<file path="src/rtl/alu_pkg.sv">
// rtl/alu_pkg.sv - shared constants, op codes and state type for the multi-word ALU sequencer
package alu_pkg;

  localparam int ALU_W = 32;

  localparam logic [2:0] OP_CLR = 3'b000;
  localparam logic [2:0] OP_BMA = 3'b001;
  localparam logic [2:0] OP_AMB = 3'b010;
  localparam logic [2:0] OP_ADD = 3'b011;
  localparam logic [2:0] OP_XOR = 3'b100;
  localparam logic [2:0] OP_OR  = 3'b101;
  localparam logic [2:0] OP_AND = 3'b110;
  localparam logic [2:0] OP_SET = 3'b111;

  // S_CAPT is only reachable when the ALU outputs are registered
  typedef enum logic [1:0] {
    S_IDLE = 2'd0,
    S_RUN  = 2'd1,
    S_CAPT = 2'd2,
    S_DONE = 2'd3
  } seq_state_t;

  function automatic logic is_arith(input logic [2:0] op);
    return (op == OP_BMA) || (op == OP_AMB) || (op == OP_ADD);
  endfunction

endpackage

</file>
<file path="src/rtl/alu_multiword_seq_if.sv">
// rtl/alu_multiword_seq_if.sv - request, ALU and response signal bundle of the multi-word sequencer
interface alu_multiword_seq_if #(
  parameter int W         = 32,
  parameter int MAX_WORDS = 4,
  parameter int NW_BITS   = 2
);
  logic                   req_valid;
  logic                   req_ready;
  logic [2:0]             req_op;
  logic [NW_BITS-1:0]     req_nwords;
  logic [W*MAX_WORDS-1:0] req_a;
  logic [W*MAX_WORDS-1:0] req_b;

  logic [W-1:0]           alu_a;
  logic [W-1:0]           alu_b;
  logic [2:0]             alu_s;
  logic                   alu_cin;
  logic [W-1:0]           alu_f;
  logic                   alu_cout;
  logic                   alu_ovf;

  logic                   rsp_valid;
  logic                   rsp_ready;
  logic [W*MAX_WORDS-1:0] rsp_f;
  logic                   rsp_cout;
  logic                   rsp_ovf;
  logic                   rsp_zero;
  logic                   rsp_neg;

  modport slave (
    input  req_valid, req_op, req_nwords, req_a, req_b,
    output req_ready,
    output alu_a, alu_b, alu_s, alu_cin,
    input  alu_f, alu_cout, alu_ovf,
    output rsp_valid, rsp_f, rsp_cout, rsp_ovf, rsp_zero, rsp_neg,
    input  rsp_ready
  );

  modport master (
    output req_valid, req_op, req_nwords, req_a, req_b,
    input  req_ready,
    input  alu_a, alu_b, alu_s, alu_cin,
    output alu_f, alu_cout, alu_ovf,
    input  rsp_valid, rsp_f, rsp_cout, rsp_ovf, rsp_zero, rsp_neg,
    output rsp_ready
  );
endinterface

</file>
<file path="src/rtl/alu_word_mux.sv">
// rtl/alu_word_mux.sv - selects one W-bit word out of a packed multi-word operand
module alu_word_mux #(
  parameter int W         = 32,
  parameter int MAX_WORDS = 4,
  parameter int NW_BITS   = 2
) (
  input  logic [W*MAX_WORDS-1:0] data,
  input  logic [NW_BITS-1:0]     idx,
  output logic [W-1:0]           sel_word
);

  always_comb begin
    sel_word = '0;
    for (int k = 0; k < MAX_WORDS; k++) begin
      if (idx == NW_BITS'(k)) sel_word = data[k*W +: W];
    end
  end

endmodule

</file>
<file path="src/rtl/alu_multiword_seq.sv">
// rtl/alu_multiword_seq.sv - multi-word sequencer around a 74381-style ALU; ALU_PIPE_EN registers ALU outputs
module alu_multiword_seq
  import alu_pkg::*;
#(
  parameter int MAX_WORDS = 4,
  parameter int NW_BITS   = 2
) (
  input logic               clk,
  input logic               rst,
  alu_multiword_seq_if.slave bus
);

  localparam int W  = ALU_W;
  localparam int TW = W * MAX_WORDS;

  seq_state_t         state_q, state_d;
  logic [2:0]         op_q;
  logic [NW_BITS-1:0] nw_q;
  logic [NW_BITS-1:0] idx_q;
  logic [TW-1:0]      a_q, b_q, f_q;
  logic               carry_q, cout_q, ovf_q, zacc_q, zero_q, neg_q;

  logic [W-1:0]       word_a, word_b;
  logic               accept, last, in_run, cap_en, arith, cin_word;
  logic [W-1:0]       cap_f;
  logic               cap_cout, cap_ovf;

  alu_word_mux #(.W(W), .MAX_WORDS(MAX_WORDS), .NW_BITS(NW_BITS)) u_mux_a (
    .data     (a_q),
    .idx      (idx_q),
    .sel_word (word_a)
  );

  alu_word_mux #(.W(W), .MAX_WORDS(MAX_WORDS), .NW_BITS(NW_BITS)) u_mux_b (
    .data     (b_q),
    .idx      (idx_q),
    .sel_word (word_b)
  );

  assign accept = bus.req_valid && (state_q == S_IDLE);
  assign last   = (idx_q == nw_q);
  assign in_run = (state_q == S_RUN) || (state_q == S_CAPT);
  assign arith  = is_arith(op_q);

  // Word 0 seeds the chain: subtracts need +1 to complete the two's complement
  assign cin_word = arith && ((idx_q == '0) ? (op_q != OP_ADD) : carry_q);

`ifdef ALU_PIPE_EN
  logic [W-1:0] pf_q;
  logic         pc_q, po_q;

  always_ff @(posedge clk or posedge rst) begin
    if (rst) begin
      pf_q <= '0;
      pc_q <= 1'b0;
      po_q <= 1'b0;
    end else begin
      pf_q <= bus.alu_f;
      pc_q <= bus.alu_cout;
      po_q <= bus.alu_ovf;
    end
  end

  assign cap_en   = (state_q == S_CAPT);
  assign cap_f    = pf_q;
  assign cap_cout = pc_q;
  assign cap_ovf  = po_q;
`else
  assign cap_en   = (state_q == S_RUN);
  assign cap_f    = bus.alu_f;
  assign cap_cout = bus.alu_cout;
  assign cap_ovf  = bus.alu_ovf;
`endif

  always_ff @(posedge clk or posedge rst) begin
    if (rst) state_q <= S_IDLE;
    else     state_q <= state_d;
  end

  always_comb begin
    state_d       = state_q;
    bus.req_ready = 1'b0;
    bus.rsp_valid = 1'b0;
    bus.alu_a     = '0;
    bus.alu_b     = '0;
    bus.alu_s     = OP_CLR;
    bus.alu_cin   = 1'b0;
    case (state_q)
      S_IDLE: begin
        bus.req_ready = 1'b1;
        if (bus.req_valid) state_d = S_RUN;
      end
      S_RUN: begin
`ifdef ALU_PIPE_EN
        state_d = S_CAPT;
`else
        if (last) state_d = S_DONE;
`endif
      end
      S_CAPT: begin
        state_d = last ? S_DONE : S_RUN;
      end
      S_DONE: begin
        bus.rsp_valid = 1'b1;
        if (bus.rsp_ready) state_d = S_IDLE;
      end
      default: state_d = S_IDLE;
    endcase
    if (in_run) begin
      bus.alu_a   = word_a;
      bus.alu_b   = word_b;
      bus.alu_s   = op_q;
      bus.alu_cin = cin_word;
    end
  end

  always_ff @(posedge clk or posedge rst) begin
    if (rst) begin
      op_q    <= OP_CLR;
      nw_q    <= '0;
      idx_q   <= '0;
      a_q     <= '0;
      b_q     <= '0;
      f_q     <= '0;
      carry_q <= 1'b0;
      cout_q  <= 1'b0;
      ovf_q   <= 1'b0;
      zacc_q  <= 1'b0;
      zero_q  <= 1'b0;
      neg_q   <= 1'b0;
    end else if (accept) begin
      op_q    <= bus.req_op;
      nw_q    <= bus.req_nwords;
      idx_q   <= '0;
      a_q     <= bus.req_a;
      b_q     <= bus.req_b;
      f_q     <= '0;
      carry_q <= 1'b0;
      cout_q  <= 1'b0;
      ovf_q   <= 1'b0;
      zacc_q  <= 1'b1;
      zero_q  <= 1'b0;
      neg_q   <= 1'b0;
    end else if (cap_en) begin
      for (int k = 0; k < MAX_WORDS; k++) begin
        if (idx_q == NW_BITS'(k)) f_q[k*W +: W] <= cap_f;
      end
      carry_q <= cap_cout;
      zacc_q  <= zacc_q && (cap_f == '0);
      // Flags are published only once the final word lands so DONE sees a coherent set
      if (last) begin
        cout_q <= arith && cap_cout;
        ovf_q  <= arith && cap_ovf;
        zero_q <= zacc_q && (cap_f == '0);
        neg_q  <= cap_f[W-1];
      end else begin
        idx_q <= idx_q + 1'b1;
      end
    end
  end

  assign bus.rsp_f    = f_q;
  assign bus.rsp_cout = cout_q;
  assign bus.rsp_ovf  = ovf_q;
  assign bus.rsp_zero = zero_q;
  assign bus.rsp_neg  = neg_q;

endmodule

</file>
<file path="src/flat_wrapper.sv">
// flat-port wrapper written by rule: the top's interface ports become plain ports
module alu_multiword_seq_flat import alu_pkg::*;
#(
  parameter int MAX_WORDS = 4,
  parameter int NW_BITS   = 2
)
  (clk, rst, bus_req_valid, bus_req_op, bus_req_nwords, bus_req_a, bus_req_b, bus_req_ready, bus_alu_a, bus_alu_b, bus_alu_s, bus_alu_cin, bus_alu_f, bus_alu_cout, bus_alu_ovf, bus_rsp_valid, bus_rsp_f, bus_rsp_cout, bus_rsp_ovf, bus_rsp_zero, bus_rsp_neg, bus_rsp_ready);
  alu_multiword_seq_if #(.MAX_WORDS(MAX_WORDS), .NW_BITS(NW_BITS)) bus_i ();
  input logic clk;
  input logic rst;
  input wire logic [$bits(bus_i.req_valid)-1:0] bus_req_valid;
  input wire logic [$bits(bus_i.req_op)-1:0] bus_req_op;
  input wire logic [$bits(bus_i.req_nwords)-1:0] bus_req_nwords;
  input wire logic [$bits(bus_i.req_a)-1:0] bus_req_a;
  input wire logic [$bits(bus_i.req_b)-1:0] bus_req_b;
  output wire logic [$bits(bus_i.req_ready)-1:0] bus_req_ready;
  output wire logic [$bits(bus_i.alu_a)-1:0] bus_alu_a;
  output wire logic [$bits(bus_i.alu_b)-1:0] bus_alu_b;
  output wire logic [$bits(bus_i.alu_s)-1:0] bus_alu_s;
  output wire logic [$bits(bus_i.alu_cin)-1:0] bus_alu_cin;
  input wire logic [$bits(bus_i.alu_f)-1:0] bus_alu_f;
  input wire logic [$bits(bus_i.alu_cout)-1:0] bus_alu_cout;
  input wire logic [$bits(bus_i.alu_ovf)-1:0] bus_alu_ovf;
  output wire logic [$bits(bus_i.rsp_valid)-1:0] bus_rsp_valid;
  output wire logic [$bits(bus_i.rsp_f)-1:0] bus_rsp_f;
  output wire logic [$bits(bus_i.rsp_cout)-1:0] bus_rsp_cout;
  output wire logic [$bits(bus_i.rsp_ovf)-1:0] bus_rsp_ovf;
  output wire logic [$bits(bus_i.rsp_zero)-1:0] bus_rsp_zero;
  output wire logic [$bits(bus_i.rsp_neg)-1:0] bus_rsp_neg;
  input wire logic [$bits(bus_i.rsp_ready)-1:0] bus_rsp_ready;
  assign bus_i.req_valid = bus_req_valid;
  assign bus_i.req_op = bus_req_op;
  assign bus_i.req_nwords = bus_req_nwords;
  assign bus_i.req_a = bus_req_a;
  assign bus_i.req_b = bus_req_b;
  assign bus_req_ready = bus_i.req_ready;
  assign bus_alu_a = bus_i.alu_a;
  assign bus_alu_b = bus_i.alu_b;
  assign bus_alu_s = bus_i.alu_s;
  assign bus_alu_cin = bus_i.alu_cin;
  assign bus_i.alu_f = bus_alu_f;
  assign bus_i.alu_cout = bus_alu_cout;
  assign bus_i.alu_ovf = bus_alu_ovf;
  assign bus_rsp_valid = bus_i.rsp_valid;
  assign bus_rsp_f = bus_i.rsp_f;
  assign bus_rsp_cout = bus_i.rsp_cout;
  assign bus_rsp_ovf = bus_i.rsp_ovf;
  assign bus_rsp_zero = bus_i.rsp_zero;
  assign bus_rsp_neg = bus_i.rsp_neg;
  assign bus_i.rsp_ready = bus_rsp_ready;
  alu_multiword_seq #(.MAX_WORDS(MAX_WORDS), .NW_BITS(NW_BITS)) u_core (.clk(clk), .rst(rst), .bus(bus_i));
endmodule
</file>
<file path="config.mk">
export PLATFORM = sky130hd
export DESIGN_NAME = alu_multiword_seq_flat
export DESIGN_NICKNAME = d
export VERILOG_FILES = /design/src/rtl/alu_pkg.sv /design/src/rtl/alu_multiword_seq_if.sv /design/src/rtl/alu_word_mux.sv /design/src/rtl/alu_multiword_seq.sv /design/src/flat_wrapper.sv
export SDC_FILE = /design/constraint.sdc
export NUM_CORES = 1
export LEC_CHECK = 0
export BUFFER_PORTS_ARGS = -buffer_cell sky130_fd_sc_hd__buf_2
export CAP_MARGIN = 40
export CORE_AREA = 2 2 192 194
export CTS_CLUSTER_SIZE = 14
export DETAILED_ROUTE_END_ITERATION = 8
export DIE_AREA = 0 0 194 196
export HOLD_SLACK_MARGIN = 0.1
export PLACE_DENSITY = 0.75
export SYNTH_ARGS = -nofsm -noshare
export SYNTH_HDL_FRONTEND = slang
export SYNTH_SLANG_ARGS = --single-unit
</file>
<file path="constraint.sdc">
create_clock -name clk -period 17.14 [get_ports clk]
set_input_delay 3.428 -clock clk [delete_from_list [all_inputs] [get_ports clk]]
set_output_delay 3.428 -clock clk [all_outputs]
set_load 0.1 [all_outputs]
</file>
# After elaboration in Yosys (flattened, before gate mapping)
# Cells that the tools add are included.
classes:
  n_addsub: 1
  muxes: 45
  n_reduce_logical: 24
  n_eq_ne: 15
op_table:
  columns: ["operator", "n"]
  rows:
  - ["32-bit two-way mux", 14]
  - ["128-bit two-way mux", 2]
  - ["32-bit logical NOT", 1]
  - ["1-bit two-way mux", 20]
  - ["2-bit two-way mux", 7]
  - ["2-bit AND reduction", 6]
  - ["2-bit nonzero test", 6]
  - ["2-bit == test, second input constant", 4]
  - ["2-bit case mux with 4 select lines", 1]
  - ["3-bit by 2-bit == test with 1-bit output, second input constant", 2]
  - ["1-bit logical AND", 5]
  - ["2-bit by 1-bit == test with 1-bit output, second input constant", 2]
  - ["2-bit logical NOT", 2]
  - ["2-bit by 1-bit != test with 1-bit output, second input constant", 2]
  - ["2-bit != test, second input constant", 2]
  - ["3-bit by 1-bit == test with 1-bit output, second input constant", 1]
  - ["1-bit logical OR", 3]
  - ["3-bit two-way mux", 1]
  - ["3-bit by 2-bit != test with 1-bit output, second input constant", 1]
  - ["3-bit AND reduction", 1]
  - ["2-bit by 1-bit adder with 2-bit output, second input constant", 1]
  - ["2-bit == test", 1]
word_totals:
  elab_cells: 101
  reg_bits: 399
  out_inout_bits: 202
  input_bits: 299

# Logic depth before layout (Yosys ltp)
# Gate-level depths: netlist of the first run.
depth:
  ltp_word: 7
  mapped_depth: 9

# Modules after synthesis
# A second synthesis of the first run with hierarchy kept.
hier_totals:
  hier_cells: 1342
  area_unflattened_um2: 17416.7
modules_own_cells:
  columns: ["mod", "cells_each", "area_each_um2", "n_inst"]
  rows:
  - ["alu_multiword_seq", 1264, 15787.6, 1]
  - ["alu_word_mux", 39, 814.5, 2]

# Worst setup path before layout of the first run
# No wires, ideal clock.
synth_path:
  path_kind: "flip-flop to output port"
  start: "reg u_core.state_q[0]"
  end: "out bus_alu_a[13]"
  stages_incl_launch_ff: 8
  arrival_ps: 3779
  slack_ps: 9933
  path_cell_list: "dfrtp_1 inv_1 ha_1 clkbuf_1 nand2b_1 clkbuf_1 clkbuf_1 o31ai_1"
synth_via:
  elab_chain_cells: 3
  word_cells_on_any_way: 4
  cone_classes: "eq/ne (2); mux (1); reduce/logical (1)"
synth_rtl:
  columns: ["item", "line", "text"]
  rows:
  - ["start, declared", "alu_multiword_seq.sv:16", "seq_state_t state_q, state_d;"]
  - ["start signal, assigned", "alu_multiword_seq.sv:77", "else state_q <= state_d;"]
  - ["2-bit by 1-bit == test with 1-bit output or 2-bit == test (tied branches)", "alu_multiword_seq.sv:42", "assign in_run = (state_q == S_RUN) || (state_q == S_CAPT);"]
  - ["1-bit logical OR (*)", "alu_multiword_seq.sv:42", null]
  - ["32-bit two-way mux (*)", "alu_multiword_seq.sv:109", "if (in_run) begin"]
  - ["end, declared", "flat_wrapper.sv:17", "output wire logic [$bits(bus_i.alu_a)-1:0] bus_alu_a;"]
# Mark *: on every way between the ends. The rest lies on a longest branch, timed or not.

# Final worst setup path of the first run
layout_path:
  start: "reg u_core.idx_q[0]"
  end: "out bus_alu_a[30]"
layout_via:
  elab_chain_cells: 6
  word_cells_on_any_way: 9
  cone_classes: "eq/ne (3); mux (5); reduce/logical (1)"
layout_rtl:
  columns: ["item", "line", "text"]
  rows:
  - ["start, declared", "alu_multiword_seq.sv:19", "logic [NW_BITS-1:0] idx_q;"]
  - ["start signal, assigned", "alu_multiword_seq.sv:157", "idx_q <= idx_q + 1'b1;"]
  - ["2-bit logical NOT", "alu_word_mux.sv:15", "if (idx == NW_BITS'(k)) sel_word = data[k*W +: W];"]
  - ["32-bit two-way mux (3 in a row)", "alu_word_mux.sv:15", null]
  - ["32-bit two-way mux (*)", "alu_word_mux.sv:15", null]
  - ["32-bit two-way mux (*)", "alu_multiword_seq.sv:109", null]
# Marked as above.

==> qor.yml, run 1 <==
routing:
  routed.top_layer: "met5"
  wl_met3_um: 4400
  avgRoutedWirePerCell_um: 21.0
  drtIter0Drc: 1058
  wl_met1_um: 20500
  vias: 14300
  met2_length_um: 26300
  drc: 0
  wirelength_um: 53400
  viasPerCell: 5.63
  detail-route-antenna-nets: 0
  dr.pass1.iters: 5
clocking:
  clk_pin_slew_ps: 60
  cts_resized: 0
  clock_sinks: 399
  cts_buffers: 43
  clockBufferDepth: 3
  cts_root_buf: "clkbuf_16"
  post-cts-setup-buffers: 0
  postCtsHoldBufs: 0
  cts_tree: "yes"
  h-tree-depth: 2
  clkLatencyLatePin_ps: 540
setup_path:
  cp_max_fo: 37
  critPathTopFamily: "buffers and inverters"
  r2r_setup_slack_ps: 13280
  cp-endpoint: "bus_alu_a[30]"
  timing.rr.start: "u_core.state_q[1]$_DFFE_PP0P_"
  critPathMaxStageDelay_ps: 750
  r2r_end: "u_core.a_q[101]$_DFFE_PP0P_"
  end_kind: "output pin"
  worst-endpoint-required_ps: 13710
  rr_worst_depth: 6
  worst_path_max_delay_cell: "ha_2"
  cp.arrival_ps: 3570
  crit_start: "u_core.idx_q[0]$_DFFE_PP0P_"
  cp.depth: 7
  cp_num_buf_inv: 3
  path_cells: "inv_1 > ha_2 > nor2b_2 > buf_4 > a221oi_1 > o31ai_1 > buf_2"
  path_class: "reg -> out"
  start_kind: "register"
global_route:
  antenna_found_initial: 29
  track_usage_pct: 27.7
  overflow: 0
  grt_max_degree: 195
  first_global_vias: 15000
  grt_pass1_wl_um: 83000
sta:
  tightest_slew_ps: 1100
  rsz0062_at_grt: "false"
  skew_ps: 12.0
  min_period_over_period_pct: 40.9
  fmax_mhz: 143
  finalSetupTns_ps: 0
  finalSetupViolCount: 0
  maxSlewHeadroom_pct: 26.8
  slew_violations: 0
  hold_violations: 0
  layout_min_cycle_time_ps: 7000
hold_path:
  hp-class: "reg -> reg"
  min_from: "u_core.b_q[101]$_DFFE_PP0P_"
synthesis:
  synthesis.instances: 1569
  netlist_area_um2: 17400
  async_flop_share_pct: 100
  synth_most_common_cell: "dfrtp_1"
  synth_area_leaders: "dfrtp_1 (57%), mux2_2 (17%), nand2_1 (6.5%)"
  synth.avg_cell_area_um2: 11.1
  syn_nets: 1876
  synth.distinct_cells: 35
  ys_seq_area_share_pct: 57.3
  synth_flop_cell: "dfrtp_1"
  synth_top_cell_by_area: "dfrtp_1"
  ys_top_cells_by_count: "dfrtp_1 (399), nand2_1 (303), mux2_2 (261)"
  synth_top_area_share_pct: 57.3
  ys_warn_count: 0
  ys_seq_elements: 399
  synth_edf_count: 0
floorplan:
  core_area_um2: 36100
  io_pins: 501
  start_util_pct: 48.3
  die-area_um2: 38000
  rows: 70
  fp.dieW_um: 194
  die_height_um: 196
placed_design:
  gp_congestion: 0.905
  place_hpwl_um: 36100
  port_buffers: 500
final_layout:
  final_nets: 2321
  area_growth_pct: 25.5
  drive_above_1_share_pct: 42.3
run_status:
  status: "finished clean"
flow_run:
  maxCapViolCount: 0
cell families after synthesis:
logic type	after synthesis	share of synthesized area [%]
simple gates	454	11.7
flops	399	57.3
compound gates	306	10.1
mux	264	17.0
buf+inv	135	3.24
fa+ha+maj	8	0.574
xor+xnor	3	0.151
stage by stage:
stage	utilization, %	area, um^2	worst slack [ps]	std cells	hold slack, ps
global placement	56.0	20200	10700	2431	472
CTS	60.5	21800	10070	2513	508
global route	60.6	21900	9910	2534	518
floorplan	-	17400	2620	1569	454
detailed placement	56.4	20400	10670	2437	495
finish	60.6	21900	10140	2540	506
worst min-delay path by stage:
stage                                              to  cells past startpoint
final                     u_core.b_q[101]$_DFFE_PP0P_                      1
after detailed placement   u_core.b_q[44]$_DFFE_PP0P_                      1
after global placement      u_core.zacc_q$_DFFE_PP0P_                      1
after global routing      u_core.b_q[101]$_DFFE_PP0P_                      1
after CTS                  u_core.b_q[54]$_DFFE_PP0P_                      1
after floorplan             u_core.zacc_q$_DFFE_PP0P_                      1
per-layer routing:
layer | vias up | global-route usage, %
li1 | 6383 | -
met1 | 7142 | 33.4
met2 | 636 | 46.7
met3 | 139 | 7.19
met4 | 8 | 13.2
met5 | - | 0
sequential cells by signal, indices dropped and copies added (netlist names):
register and count:
u_core.bus.rsp_cout 1, u_core.op_q 3, u_core.bus.rsp_neg 1, u_core.nw_q 2, u_core.state_q 2, u_core.bus.rsp_ovf 1
u_core.a_q 128, u_core.idx_q 2, u_core.zacc_q 1, u_core.bus.rsp_f 128, u_core.b_q 128, u_core.bus.rsp_zero 1
u_core.carry_q 1
cell usage in the layout (no fill, tap or decap), types with 2 or more instances in the layout:
cell type  count
mux2i_1        3
nor2b_1       27
nand3b_1      32
a31oi_1        3
diode_2       27
a221oi_1      26
nor3_1         2
a22oi_1        7
ha_4           2
nor2_1         7
clkbuf_8       8
bufinv_16      4
nor4_1         6
dfrtp_1      399
ha_2           3
clkbuf_16     45
ha_1           3
and2_1         8
clkinv_4       2
buf_2        500
buf_16         6
xnor2_1        3
mux2_2       261
buf_4         20
a22o_1         6
clkbuf_1      11
inv_1          7
clkinv_2       5
o21ai_0       37
nand3_1       61
o31ai_1       26
nand2_1      303
a21oi_1      196
layout make-up:
cell class,instances,area (um^2)
diodes,27,67.6
clock buffers,64,1280
clock inverters,12,170
fillers,3002,14200
inverters,8,37.5
multi-input cells,1035,6920
flip-flops and latches,399,9980
well taps,468,586
repair buffers,527,2840
Power of run 1 is left out: the tool's default activity adds up to more than one toggle a clock period on the data nets, which glitch-free logic cannot reach.
==> run 2: changes to the inputs <==
- ABC_AREA: not set -> 1
- CORE_AREA: 2 2 192 194 -> not set
- CORE_ASPECT_RATIO: not set -> 2
- CORE_MARGIN: not set -> 1
- CORE_UTILIZATION: not set -> 47
- DIE_AREA: 0 0 194 196 -> not set
- PLACE_DENSITY: 0.75 -> 0.76
- clock period: 17.14 -> 6.4 ns (I/O delays scaled with it)
==> run 2 against run 1 <==
- non-clock buffer count is 4 lower
- global-route usage is 1.7 points higher
- clock skew is 2.2 ps higher
- routed wire length is 6.6% higher
- register-to-register slack worse by 10000 ps
==> qor.yml, run 2 <==
run_status:
  status: "finished clean"
placed_design:
  port_buffers: 500  # unchanged
  gp_congestion: 0.981  # +8.4%
  post-place-cells: 2941  # +21%
  place_hpwl_um: 40000  # +11%
hold_path:
  worstHoldPathCells: 2  # +1
  hp-class: "reg -> reg"
  min_from: "u_core.a_q[127]$_DFFE_PP0P_"
  hold_end: "u_core.a_q[127]$_DFFE_PP0P_"
floorplan:
  start_util_pct: 47.8  # -0.52 points
  io_pins: 501  # unchanged
  fp.dieW_um: 138  # -29%
  die_height_um: 274  # +40%
  die-area_um2: 37900  # -0.46%
  core_area_um2: 36400  # +0.92%
  rows: 99  # +41%
final_layout:
  layoutNonFillerInstCount: 3008  # +18%
  area_growth_pct: 22.0
  final_common_cell: "nand2_1"
  final_cell_mix: "nand2_1 (820), buf_2 (500), dfrtp_1 (399), o21ai_0 (344), inv_1 (137)"
  drive_above_1_share_pct: 23.1  # -19 points
  nFillCells: 3259  # +8.6%
  final_nets: 2832  # +22%
clocking:
  cts_root_buf: "clkbuf_16"
  clkLatencyLatePin_ps: 530  # about the same
  clockBufferDepth: 3  # unchanged
  post-cts-setup-buffers: 0  # unchanged
  postCtsHoldBufs: 0  # unchanged
  cts_buffers: 36  # -16%
  cts_resized: 0  # unchanged
  clock_sinks: 399  # unchanged
  cts_tree: "yes"
  clk_pin_slew_ps: 60  # about the same
  h-tree-depth: 2  # unchanged
synthesis:
  synth_top_cell_by_area: "dfrtp_1"
  ys_top_cells_by_count: "nand2_1 (820), dfrtp_1 (399), o21ai_0 (344)"
  ys_warn_count: 0  # unchanged
  synth.avg_cell_area_um2: 8.28  # -25%
  synth.distinct_cells: 23  # -34%
  syn_nets: 2409  # +28%
  synth_flop_cell: "dfrtp_1"
  synth_area_leaders: "dfrtp_1 (57%), nand2_1 (18%), o21ai_0 (9.9%)"
  synth_top_area_share_pct: 57.4  # +0.091 points
  ys_seq_elements: 399  # unchanged
  synthesis.instances: 2102  # +34%
  synth_edf_count: 0  # unchanged
  async_flop_share_pct: 100  # unchanged
  ys_seq_area_share_pct: 57.4  # +0.091 points
  synth_most_common_cell: "nand2_1"
  netlist_area_um2: 17400  # -0.16%
routing:
  viasPerCell: 5.42  # -3.8%
  vias: 16300  # +14%
  wirelength_um: 56900  # +6.6%
  drc: 0  # unchanged
  avgRoutedWirePerCell_um: 18.9  # -10%
  dr.pass1.iters: 8  # +3
  drtIter0Drc: 1204  # +14%
  detail-route-antenna-nets: 0  # unchanged
sta:
  rsz0062_at_grt: "false"
  hold_violations: 0  # unchanged
  finalSetupViolCount: 0  # unchanged
  slew_violations: 0  # unchanged
  skew_ps: 14.2  # +2.21 ps
  layout_min_cycle_time_ps: 5360
  min_period_over_period_pct: 83.8
  tightest_slew_ps: 1060  # -39.9 ps
  fmax_mhz: 186
  finalSetupTns_ps: 0  # unchanged
  maxSlewHeadroom_pct: 29.5  # +2.7 points
setup_path:
  worst-endpoint-required_ps: 5120  # -8590 ps
  path_class: "reg -> out"
  r2r_end: "u_core.b_q[98]$_DFFE_PP0P_"
  end_kind: "output pin"
  timing.rr.start: "u_core.state_q[1]$_DFFE_PP0P_"
  cp_max_fo: 42  # +14%
  rr_worst_depth: 6  # unchanged
  cp.arrival_ps: 4080  # +510 ps
  r2r_setup_slack_ps: 3250  # -10030 ps
  start_kind: "register"
global_route:
  track_usage_pct: 29.5  # +1.7 points
  antenna_found_initial: 16  # -45%
  overflow: 0  # unchanged
  first_global_vias: 16300  # +8.5%
  grt_max_degree: 183  # -6.2%
  grt_pass1_wl_um: 87500  # +5.4%
flow_run:
  maxCapViolCount: 0  # unchanged
## run 2: cell types whose count changed in the layout (fill, tap and decap cells not counted), sizes merged, moves of 26 or more
cell | previous run | this run
o22ai | 0 | 32
nand2 | 303 | 821
inv | 8 | 145
nand3b | 32 | 1
o21ai | 38 | 358
mux2 | 261 | 0
a21oi | 196 | 112
a221oi | 26 | 0
nor2b | 28 | 0
## run 2: layer usage
metal	wire [um]	global-route usage [%]
met2	28500	51.0
met3	4040	5.43
met4	4100	20.6
met5	82	0
met1	20200	32.6
## run 2: worst max-delay path by stage
stage,depth (start not counted),start,end
finish,11,u_core.idx_q[1]$_DFFE_PP0P_,bus_alu_b[18]
global route,11,u_core.idx_q[1]$_DFFE_PP0P_,bus_alu_b[18]
CTS,11,u_core.idx_q[1]$_DFFE_PP0P_,bus_alu_b[18]
detailed placement,11,u_core.idx_q[1]$_DFFE_PP0P_,bus_alu_b[18]
global placement,11,u_core.idx_q[1]$_DFFE_PP0P_,bus_alu_b[18]
floorplan,1,rst,u_core.a_q[0]$_DFFE_PP0P_
## run 2: final cells by class
class / count / area, um^2 / share of cell area, %
antenna: 9 / 22.5 / 0.106
inverter: 146 / 559 / 2.63
tap: 454 / 568 / 2.68
clock buffer: 52 / 1050 / 4.96
clock inverter: 6 / 66.3 / 0.312
sequential: 399 / 9980 / 47.0
multi-input combinational: 1419 / 6170 / 29.1
timing repair buffer: 523 / 2810 / 13.2
## run 2: through the flow
stage	worst slack (ps)	util, %	hold slack, ps	cell area (um^2)
after global placement	1750	54.8	457	19900
after global routing	841	58.3	488	21200
final	1040	58.3	476	21200
after CTS	1090	58.2	478	21200
after detailed placement	1670	55.2	460	20100
after floorplan	-252	-	444	17400
## run 2: cells by family (layout without fill, tap and decap cells)
family,count (synthesis),count (layout),synth area share [%]
flops,399,399,57.4
compound gates,503,503,14.7
simple gates,908,908,20.1
fa+ha+maj,8,8,0.575
buf+inv,284,727,7.29
other cells,0,9,0
## run 2: worst max-delay path, stage by stage, from the launching register on
cell     delay, ps
dfrtp_1        420
inv_1          110
ha_1           190
buf_4          270
inv_2          590
buf_4          450
nand2_1        150
buf_4          300
o22ai_1        150
nand2_1         60
a21oi_1        310
buf_2          500
Power of run 2 is left out for the same reason.
